<file path="config.mk">
export PLATFORM = sky130hd
export DESIGN_NAME = ps2_rx_fifo
export DESIGN_NICKNAME = d
export VERILOG_FILES = /design/src/rtl/ps2_pkg.sv /design/src/rtl/ps2_sync_filter.sv /design/src/rtl/ps2_rx_fifo.sv
export SDC_FILE = /design/constraint.sdc
export NUM_CORES = 1
export LEC_CHECK = 0
export CORE_UTILIZATION = 39
export DETAILED_ROUTE_END_ITERATION = 16
export GPL_ROUTABILITY_DRIVEN = 1
export PLACE_DENSITY = 0.59
export SLEW_MARGIN = 0
export SYNTH_ARGS = -nofsm -noshare
export SYNTH_HDL_FRONTEND = slang
export SYNTH_HIERARCHICAL = 1
export SYNTH_SLANG_ARGS = --single-unit
</file>
<file path="constraint.sdc">
create_clock -name clk_25mhz -period 7.7 [get_ports clk_25mhz]
set_clock_uncertainty 0.2 [all_clocks]
set_input_delay 0.77 -clock clk_25mhz [delete_from_list [all_inputs] [get_ports clk_25mhz]]
set_output_delay 0.77 -clock clk_25mhz [all_outputs]
set_load 0.02 [all_outputs]
</file>
<file path="src/rtl/ps2_pkg.sv">
// rtl/ps2_pkg.sv - shared types and constants for the PS/2 receiver
package ps2_pkg;

   typedef enum logic [1:0] {
      IDLE,
      DATA,
      PARITY,
      STOP
   } ps2_state_t;

   localparam logic START_BIT = 1'b0;
   localparam logic STOP_BIT  = 1'b1;
   localparam int   DATA_W    = 8;

   // Number of system clock cycles in the inter-edge timeout window
   function automatic int timeout_cycles(input int clk_hz, input int timeout_us);
      return (clk_hz / 1000000) * timeout_us;
   endfunction

endpackage

</file>
<file path="src/rtl/ps2_sync_filter.sv">
// rtl/ps2_sync_filter.sv - 2-FF synchroniser plus run-length glitch filter for one PS/2 line
module ps2_sync_filter #(
   parameter int FILTER_LEN = 8
) (
   input  logic clk,
   input  logic rst,
   input  logic pin,
   output logic filt
);

   localparam int CW = $clog2(FILTER_LEN + 1);

   logic          sync1;
   logic          sync2;
   logic [CW-1:0] run_cnt;

   // Two-stage synchroniser; idle bus level is high, so reset to 1
   always_ff @(posedge clk or posedge rst) begin
      if (rst) begin
         sync1 <= 1'b1;
         sync2 <= 1'b1;
      end else begin
         sync1 <= pin;
         sync2 <= sync1;
      end
   end

   // Accept a new level only after FILTER_LEN consecutive samples disagree with the current one
   always_ff @(posedge clk or posedge rst) begin
      if (rst) begin
         filt    <= 1'b1;
         run_cnt <= '0;
      end else if (sync2 == filt) begin
         run_cnt <= '0;
      end else if (run_cnt == CW'(FILTER_LEN - 1)) begin
         filt    <= sync2;
         run_cnt <= '0;
      end else begin
         run_cnt <= run_cnt + 1'b1;
      end
   end

endmodule

</file>
<file path="src/rtl/ps2_rx_fifo.sv">
// rtl/ps2_rx_fifo.sv - PS/2 device-to-host frame receiver feeding a first-word-fall-through FIFO
module ps2_rx_fifo
   import ps2_pkg::*;
#(
   parameter int CLK_HZ     = 25000000,
   parameter int FILTER_LEN = 8,
   parameter int TIMEOUT_US = 2000,
   parameter int FIFO_DEPTH = 16
) (
   input  logic              clk_25mhz,
   input  logic              rst,
   input  logic              ps2_clk_i,
   input  logic              ps2_dat_i,
   input  logic              rd,
   output logic [DATA_W-1:0] data,
   output logic              rdy,
   output logic              overflow,
   output logic              parity_err,
   output logic              frame_err,
   output logic              busy
);

   localparam int TO_CYCLES = timeout_cycles(CLK_HZ, TIMEOUT_US);
   localparam int TW        = $clog2(TO_CYCLES + 1);
   localparam int AW        = $clog2(FIFO_DEPTH);
   localparam int CNTW      = AW + 1;

   logic              clk_f;
   logic              dat_f;
   logic              clk_prev;
   logic              fe;
   ps2_state_t        state;
   ps2_state_t        state_nxt;
   logic [DATA_W-1:0] shreg;
   logic [3:0]        bitcnt;
   logic              par_bit;
   logic [TW-1:0]     tcnt;
   logic              expire;
   logic              parity_ok;
   logic              push;
   logic              perr_c;
   logic              ferr_c;
   logic [DATA_W-1:0] mem [FIFO_DEPTH];
   logic [AW-1:0]     wptr;
   logic [AW-1:0]     rptr;
   logic [CNTW-1:0]   count;
   logic              full;
   logic              do_pop;
   logic              do_push;

   ps2_sync_filter #(.FILTER_LEN(FILTER_LEN)) u_clk_filt (
      .clk  (clk_25mhz),
      .rst  (rst),
      .pin  (ps2_clk_i),
      .filt (clk_f)
   );

   ps2_sync_filter #(.FILTER_LEN(FILTER_LEN)) u_dat_filt (
      .clk  (clk_25mhz),
      .rst  (rst),
      .pin  (ps2_dat_i),
      .filt (dat_f)
   );

   // Previous filtered clock level for falling-edge detection
   always_ff @(posedge clk_25mhz or posedge rst) begin
      if (rst) clk_prev <= 1'b1;
      else     clk_prev <= clk_f;
   end

   assign fe     = clk_prev & ~clk_f;
   assign expire = (state != IDLE) && !fe && (tcnt == TW'(TO_CYCLES - 1));

   // FSM state register
   always_ff @(posedge clk_25mhz or posedge rst) begin
      if (rst) state <= IDLE;
      else     state <= state_nxt;
   end

   // FSM next state: one step per filtered clock falling edge, timeout aborts to IDLE
   always_comb begin
      state_nxt = state;
      if (expire) begin
         state_nxt = IDLE;
      end else if (fe) begin
         case (state)
            IDLE:    if (dat_f == START_BIT) state_nxt = DATA;
            DATA:    if (bitcnt == 4'(DATA_W - 1)) state_nxt = PARITY;
            PARITY:  state_nxt = STOP;
            STOP:    state_nxt = IDLE;
            default: state_nxt = IDLE;
         endcase
      end
   end

   // FSM outputs: frame verdict on the stop-bit edge, timeout error, busy flag
   always_comb begin
      parity_ok = ^{shreg, par_bit};
      push      = fe && (state == STOP) && parity_ok && (dat_f == STOP_BIT);
      perr_c    = fe && (state == STOP) && !parity_ok;
      ferr_c    = (fe && (state == STOP) && parity_ok && (dat_f != STOP_BIT)) || expire;
      busy      = (state != IDLE);
   end

   // Frame datapath: LSB-first shift register, bit counter and parity capture
   always_ff @(posedge clk_25mhz or posedge rst) begin
      if (rst) begin
         shreg   <= '0;
         bitcnt  <= '0;
         par_bit <= 1'b0;
      end else if (fe) begin
         case (state)
            IDLE:   bitcnt <= '0;
            DATA: begin
               shreg  <= {dat_f, shreg[DATA_W-1:1]};
               bitcnt <= bitcnt + 1'b1;
            end
            PARITY: par_bit <= dat_f;
            default: ;
         endcase
      end
   end

   // Inter-edge timer: cleared by each falling edge, counts only while a frame is in progress
   always_ff @(posedge clk_25mhz or posedge rst) begin
      if (rst)                        tcnt <= '0;
      else if (fe || (state == IDLE)) tcnt <= '0;
      else                            tcnt <= tcnt + 1'b1;
   end

   // Error outputs are registered so they line up with the rdy update for the same frame
   always_ff @(posedge clk_25mhz or posedge rst) begin
      if (rst) begin
         parity_err <= 1'b0;
         frame_err  <= 1'b0;
      end else begin
         parity_err <= perr_c;
         frame_err  <= ferr_c;
      end
   end

   // A pop on a full FIFO frees the slot the simultaneous push needs
   assign full    = (count == CNTW'(FIFO_DEPTH));
   assign do_pop  = rd && (count != '0);
   assign do_push = push && (!full || do_pop);

   // FIFO storage
   always_ff @(posedge clk_25mhz or posedge rst) begin
      if (rst) begin
         for (int i = 0; i < FIFO_DEPTH; i++) mem[i] <= '0;
      end else if (do_push) begin
         mem[wptr] <= shreg;
      end
   end

   // FIFO pointers and occupancy; pointers wrap naturally at the power-of-2 depth
   always_ff @(posedge clk_25mhz or posedge rst) begin
      if (rst) begin
         wptr  <= '0;
         rptr  <= '0;
         count <= '0;
      end else begin
         if (do_push) wptr <= wptr + 1'b1;
         if (do_pop)  rptr <= rptr + 1'b1;
         case ({do_push, do_pop})
            2'b10:   count <= count + 1'b1;
            2'b01:   count <= count - 1'b1;
            default: ;
         endcase
      end
   end

   // Sticky overflow: set on a dropped good frame, cleared by a successful pop; set has priority
   always_ff @(posedge clk_25mhz or posedge rst) begin
      if (rst)                          overflow <= 1'b0;
      else if (push && full && !do_pop) overflow <= 1'b1;
      else if (do_pop)                  overflow <= 1'b0;
   end

   assign data = mem[rptr];
   assign rdy  = (count != '0);

endmodule

</file>
==> summary.md, run 1 <==
| Metric | Value |
|---|---|
| Hold path depth | 0 |
| First-pass GRT wire length | 29400 um |
| Placed Area | 0.00933 mm^2 |
| Commonest non-fill, non-tap cell in the layout | dfrtp_1 |
| Cts bufs inserted | 17 |
| Setup TNS | 0 ps |
| GP Congestion | 0.725 |
| Routed vias | 4961 |
| DRC errors left | 0 |
| Setup Viol. Count Final | 0 |
| GRT Residual Overflow | 0 |
| Hold Vio Cnt, Final | 0 |
| Area of the multi-input gates | 0.00394 mm^2 |
| Max Fanout on Critical Path | 22 |
| Dpl ws | 3610 ps |
| Root Buffer | clkbuf_16 |
| WHS Endpoint | u_dat_filt/sync2$_DFF_PP1_ |
| Max Cap Violations | 0 |
| Latest clock arrival within the worst-skew pair | 430 ps |
| Die height | 153 um |
| CTS tree | built |
| Netlist Area Pre-Place | 0.00895 mm^2 |
| Largest net degree at the start of global routing | 95 |
| Max clock buf depth | 2 |
| Layout area overhead | 10.8% |
| Final Cell Area | 0.00991 mm^2 |
| Avg Inst Size Synth | 14.4 um^2 |
| Final slew viol count | 0 |
| Post-CTS setup buffer count | 0 |
| P per Cell Area | 252 mW/mm^2 |
| Vias/cell | 5.40 |
| Worst hold-check path type | flip-flop to flip-flop |
| Final ANT Viol Nets | 0 |
| Reg-to-Reg Start | shreg[0]$_DFFE_PP0P_ |
| Synth Register Bits | 190 |
| Core ar. | 0.0226 mm^2 |
| Ys async rst share | 100% |
| RSZ-0062 raised after global routing | false |
| DIE AREA | 0.0236 mm^2 |
| Total GRT Usage | 16.4% |
| Synth Warn # | 6 |
| Highest clock rate | 237 MHz |
| Pre-Repair DR Iteration Count | 4 |
| Critical hold path startpoint | u_dat_filt/sync1$_DFF_PP1_ |
| Site row count | 55 |
| Gate Count Post-Synth | 621 |
| Final period util | 54.7% |
| Netlist cell types | 53 |
| H-Tree Depth | 4 |
| RR Endpoint | count[4]$_DFFE_PP0P_ |
| Total wire length | 17800 um |
| CP arrival | 3240 ps |
| DP HPWL | 11600 um |
| Initial DRC count | 177 |
| Ys flop type | dfrtp_1 |
| WP data required | 6730 ps |
| Critical Path Source Type | flip-flop |
| Register area | 0.00476 mm^2 |
| Die W | 153 um |
| Vias in the first global route | 5286 |
| Status | completed |
| Share of cells above drive strength 1 | 38.7% |
| Setup crit end kind | primary output |
| Final #Nets | 642 |
| Starting Density | 39.6% |
| Fillers | 2005 |
| Worst reg2reg setup slack | 3740 ps |
| Routed wire per std cell | 19.4 um |
| Syn Nets | 642 |
| Clock slew at reported path FFs | 70 ps |
| Gate power share | 17.2% |
| Reg power frac | 48.0% |
| Final Worst Setup Slack | 3490 ps |
| Hold-fix buffers, CTS | 0 |
| Worst-margin pin slew | 1050 ps |
| Leakage | 0.00457 uW |
| Setup CP Type | flip-flop to primary output |
| Net Sw Frac | 29.9% |
| VDD IR max | 0.000154 V |
| Total clock sinks | 190 |
| Rel. slew slack | 30.0% |
| # resized after CTS | 0 |
| Commonest non-fill, non-tap cells in the layout | dfrtp_1, mux2_2, mux4_2 |
| Antenna fix cells | 0 |
| Initial antenna violation count | 0 |
| Post-synth EDFFs | 0 |
| Reg2reg path depth | 13 |
| Switching pwr | 747 uW |
| I/O pin cnt | 18 |
| Port bufs | 17 |
| Seq/Total Area, Yosys | 53.2% |
| Part of the power in the clock network | 34.8% |
| Int Power | 1750 uW |
| Crit path time final | 4210 ps |
| Total Power | 2500 uW |
## cell type report
cell class                 count  area share [%]
tap                          285            3.60
sequential                   190            48.1
clock inverter                14            1.60
clock buffer                  17            4.29
timing repair buffer          21            2.02
multi-input combinational    375            39.8
inverter                      16           0.656
## flip-flops by register name, indices dropped and copies added, names as in the netlist, 2 cells and up
signal              count
bitcnt                  4
count                   5
mem                   128
rptr                    4
shreg                   8
state                   2
tcnt                   16
u_clk_filt/run_cnt      4
u_dat_filt/run_cnt      4
wptr                    4
## Yosys cell counts (2+ instances only)
cell | instances | area (um^2)
nor2_1 | 24 | 90.1
a211oi_2 | 2 | 25.0
dfstp_2 | 7 | 184
a22o_1 | 3 | 26.3
xnor2_1 | 19 | 166
nor3b_2 | 2 | 25.0
a21oi_1 | 5 | 25.0
nand2_1 | 25 | 93.8
xor2_1 | 13 | 114
nand3_1 | 8 | 40.0
mux2_4 | 2 | 30.0
mux2_2 | 138 | 1550
or2_2 | 2 | 12.5
nor4_1 | 3 | 18.8
and3_1 | 7 | 43.8
nand3_2 | 3 | 30.0
mux4_2 | 40 | 901
nand4_2 | 4 | 50.1
inv_1 | 16 | 60.1
o21ai_0 | 11 | 55.1
buf_1 | 8 | 30.0
xnor3_1 | 2 | 45.0
nand4_1 | 5 | 31.3
nand3b_1 | 2 | 15.0
nor2b_1 | 8 | 50.1
and4_2 | 2 | 20.0
nand4b_1 | 3 | 26.3
clkbuf_1 | 20 | 75.1
or3_1 | 2 | 12.5
ha_1 | 16 | 200
nand3_4 | 4 | 70.1
buf_2 | 9 | 45.0
or4_1 | 2 | 15.0
a32o_1 | 2 | 20.0
nand2b_1 | 2 | 12.5
dfrtp_1 | 183 | 4580
## metal layers
layer	vias to the layer above	share of wire (%)	track usage, %
met5	-	0	0
met3	21	2.5	3.83
li1	2262	-	-
met2	50	50	26.7
met1	2628	46	21.8
met4	0	1.5	4.57
## through the flow
| step | util, % | instances | hold WS [ps] |
|---|---|---|---|
| finish | 43.9 | 918 | 158 |
| global route | 43.9 | 918 | 159 |
| CTS | 43.9 | 918 | 158 |
| detailed placement | 41.3 | 887 | 148 |
| global placement | 41.3 | 887 | 146 |
| floorplan | - | 621 | 145 |
## power by group through the flow
stage          registers [uW]  logic, uW  clock network [uW]
6_report                 1200        430                 869
3_5_place_dp             1220        437                   0
4_1_cts                  1200        438                 897
5_1_grt                  1220        476                 942
2_1_floorplan            1130        411                   0
3_3_place_gp             1210        424                   0
## cell families (layout without fill, tap and decap cells)
family | Yosys count | count (layout) | share of synthesized area (%)
and+or+nand+nor | 113 | 113 | 7.80
buffers and inverters | 56 | 68 | 2.70
xor gates and xnor gates | 34 | 34 | 3.64
DFF | 190 | 190 | 53.2
muxes | 182 | 182 | 28.0
AOI/OAI and AO/OA | 30 | 30 | 2.35
adders and majority gates | 16 | 16 | 2.24
## worst max-delay path, stage by stage (launching register included)
cell and delay [ps]:
dfrtp_2 680, buf_4 490, mux4_2 600, mux4_2 480, clkdlybuf4s50_1 550
## worst max-delay path by stage
| stage | startpoint | endpoint | slack, ps | cells past startpoint |
|---|---|---|---|---|
| floorplan | rst | bitcnt[0]$_DFFE_PP0P_ | 1960 | 1 |
| global placement | rd | count[4]$_DFFE_PP0P_ | 3720 | 14 |
| detailed placement | rd | count[4]$_DFFE_PP0P_ | 3610 | 14 |
| CTS | rptr[0]$_DFFE_PP0P_ | data[2] | 3390 | 4 |
| global route | rptr[0]$_DFFE_PP0P_ | data[1] | 3280 | 4 |
| finish | rptr[0]$_DFFE_PP0P_ | data[7] | 3490 | 4 |
No activity file was read; power rests on OpenSTA's default activity.
==> run 2, diff against run 1 <==
clock period = 3.91 ns   (was 7.7 ns; I/O delays follow)
==> run 2 against run 1 <==
Cell count grew 0.65%; via count rose by 2.4%; highest routed layer unchanged; final area is 0.85% higher; register-to-register slack lost 3400 ps; setup slack worse by 3100 ps; worst hold slack lost 70 ps; power grew 100%.
==> summary.md, run 2 (synthesized netlist as in run 1, its figures left out) <==
| Metric | Value |
|---|---|
| VDD IR max | 0.000357 V (+130%) |
| Layout area overhead | 11.7% |
| Total wire length | 19000 um (+6.9%) |
| Highest clock rate | 280 MHz |
| Net Sw Frac | 30.3% (+0.38 points) |
| Die W | 153 um (unchanged) |
| First-pass GRT wire length | 31100 um (+5.9%) |
| DP HPWL | 12300 um (+6.5%) |
| Antenna fix cells | 0 (unchanged) |
| I/O pin cnt | 18 (unchanged) |
| H-Tree Depth | 4 (unchanged) |
| Root Buffer | clkbuf_16 |
| Setup crit end kind | primary output |
| Setup TNS | 0 ps (unchanged) |
| Latest clock arrival within the worst-skew pair | 440 ps (about the same) |
| Hold-fix buffers, CTS | 0 (unchanged) |
| RSZ-0062 raised after global routing | false |
| Max Cap Violations | 0 (unchanged) |
| Leakage | 0.00462 uW (+1.2%) |
| Core ar. | 0.0226 mm^2 (unchanged) |
| Starting Density | 39.6% (unchanged) |
| Status | completed |
| Pre-Repair DR Iteration Count | 6 (+2) |
| Gate power share | 18.0% (+0.8 points) |
| Total clock sinks | 190 (unchanged) |
| # resized after CTS | 0 (unchanged) |
| Final ANT Viol Nets | 0 (unchanged) |
| Int Power | 3510 uW (+100%) |
| Switching pwr | 1520 uW (+100%) |
| Most flop-heavy register | mem |
| Worst hold-check path type | input port to async pin |
| Max Fanout on Critical Path | 21 (-4.5%) |
| WP data required | 3320 ps (-3410 ps) |
| P per Cell Area | 503 mW/mm^2 (+100%) |
| Commonest non-fill, non-tap cells in the layout | dfrtp_1, mux2_2, mux4_2 |
| DIE AREA | 0.0236 mm^2 (unchanged) |
| Commonest non-fill, non-tap cell in the layout | dfrtp_1 |
| Biggest regs | mem (128), tcnt (16), shreg (8) |
| Critical Path Source Type | flip-flop |
| Rel. slew slack | 45.7% (+16 points) |
| GP Congestion | 0.736 (+1.4%) |
| CP arrival | 2980 ps (-260 ps) |
| Setup CP Type | flip-flop to primary output |
| Total Power | 5030 uW (+100%) |
| CTS tree | built |
| Site row count | 55 (unchanged) |
| Post-CTS setup buffer count | 0 (unchanged) |
| Largest net degree at the start of global routing | 71 (-25%) |
| Max clock buf depth | 2 (unchanged) |
| Final period util | 91.4% |
| Setup Viol. Count Final | 0 (unchanged) |
| GRT Residual Overflow | 0 (unchanged) |
| Vias/cell | 5.50 (+1.7%) |
| Routed vias | 5078 (+2.4%) |
| Max reg flops | 128 (unchanged) |
| Part of the power in the clock network | 35.0% (+0.2 points) |
| Final #Nets | 647 (+0.78%) |
| Total GRT Usage | 17.7% (+1.3 points) |
| Port bufs | 17 (unchanged) |
| Crit path time final | 3570 ps |
| Vias in the first global route | 5465 (+3.4%) |
| Share of cells above drive strength 1 | 39.1% (+0.42 points) |
| Initial antenna violation count | 0 (unchanged) |
| Final slew viol count | 0 (unchanged) |
| Worst-margin pin slew | 813 ps (-237 ps) |
| Initial DRC count | 227 (+28%) |
| Reg power frac | 47.1% (-0.9 points) |
| Hold Vio Cnt, Final | 0 (unchanged) |
| Cts bufs inserted | 17 (unchanged) |
| Routed wire per std cell | 20.6 um (+6.2%) |
| DRC errors left | 0 (unchanged) |
| Clock slew at reported path FFs | 70 ps (about the same) |
| Die height | 153 um (unchanged) |
## run 2: cell types whose count changed in the layout (fill, tap and decap cells not counted), sizes merged
cell      before  now
buf            4    9
clkbuf        17   19
clkinv         3    4
clkinvlp       5    2
inv           20   21
## run 2: layout make-up
cell class	instances	area, um^2
clock buffers	19	443
clock inverters	13	151
fillers	1978	12600
inverters	16	63.8
multi-input cells	375	3940
flip-flops and latches	190	4760
well taps	285	357
repair buffers	26	275
## run 2: worst paths after layout
path                            cells past startpoint  slack (ps)                  startpoint                               to
worst max register to register                     12         360        shreg[3]$_DFFE_PP0P_             count[4]$_DFFE_PP0P_
worst min register to register                      0         160  u_dat_filt/sync1$_DFF_PP1_       u_dat_filt/sync2$_DFF_PP1_
max in group asynchronous                           3        2250                         rst              mem[44]$_DFFE_PP0P_
worst max-delay path                                4         340         rptr[0]$_DFFE_PP0P_                          data[2]
worst min-delay path                                2          90                         rst  u_clk_filt/run_cnt[3]$_DFF_PP0_
min in group clk_25mhz                              0         160  u_dat_filt/sync1$_DFF_PP1_       u_dat_filt/sync2$_DFF_PP1_
## run 2: metal layers
| layer | GRT usage (%) | wire (um) | vias up |
|---|---|---|---|
| met5 | 0 | 0 | - |
| met4 | 5.62 | 218 | 0 |
| met1 | 21.3 | 8280 | 2731 |
| met3 | 3.09 | 362 | 17 |
| li1 | - | - | 2265 |
| met2 | 31.9 | 10200 | 65 |
## run 2: worst max-delay path: stages (launching register included)
cell and delay (ps):
dfrtp_2 660, buf_12 280, mux4_2 550, mux4_2 490, clkdlybuf4s50_1 560
## run 2: per-stage QoR
step / cells / setup slack [ps] / util (%) / hold WS (ps) / cell area (um^2)
6_report: 924 / 337 / 44.3 / 87.8 / 10000
5_1_grt: 924 / 128 / 44.3 / 115 / 10000
4_1_cts: 924 / 279 / 44.3 / 80.9 / 10000
3_5_place_dp: 892 / 380 / 41.7 / 147 / 9400
3_3_place_gp: 892 / 509 / 41.7 / 147 / 9400
2_1_floorplan: 621 / 414 / - / -7.78 / 8950
## run 2: power by group through the flow
stage	logic (uW)	registers (uW)	clock network, uW
3_3_place_gp	889	2390	0
5_1_grt	994	2400	1880
6_report	904	2370	1760
2_1_floorplan	811	2220	0
3_5_place_dp	916	2410	0
4_1_cts	918	2370	1810
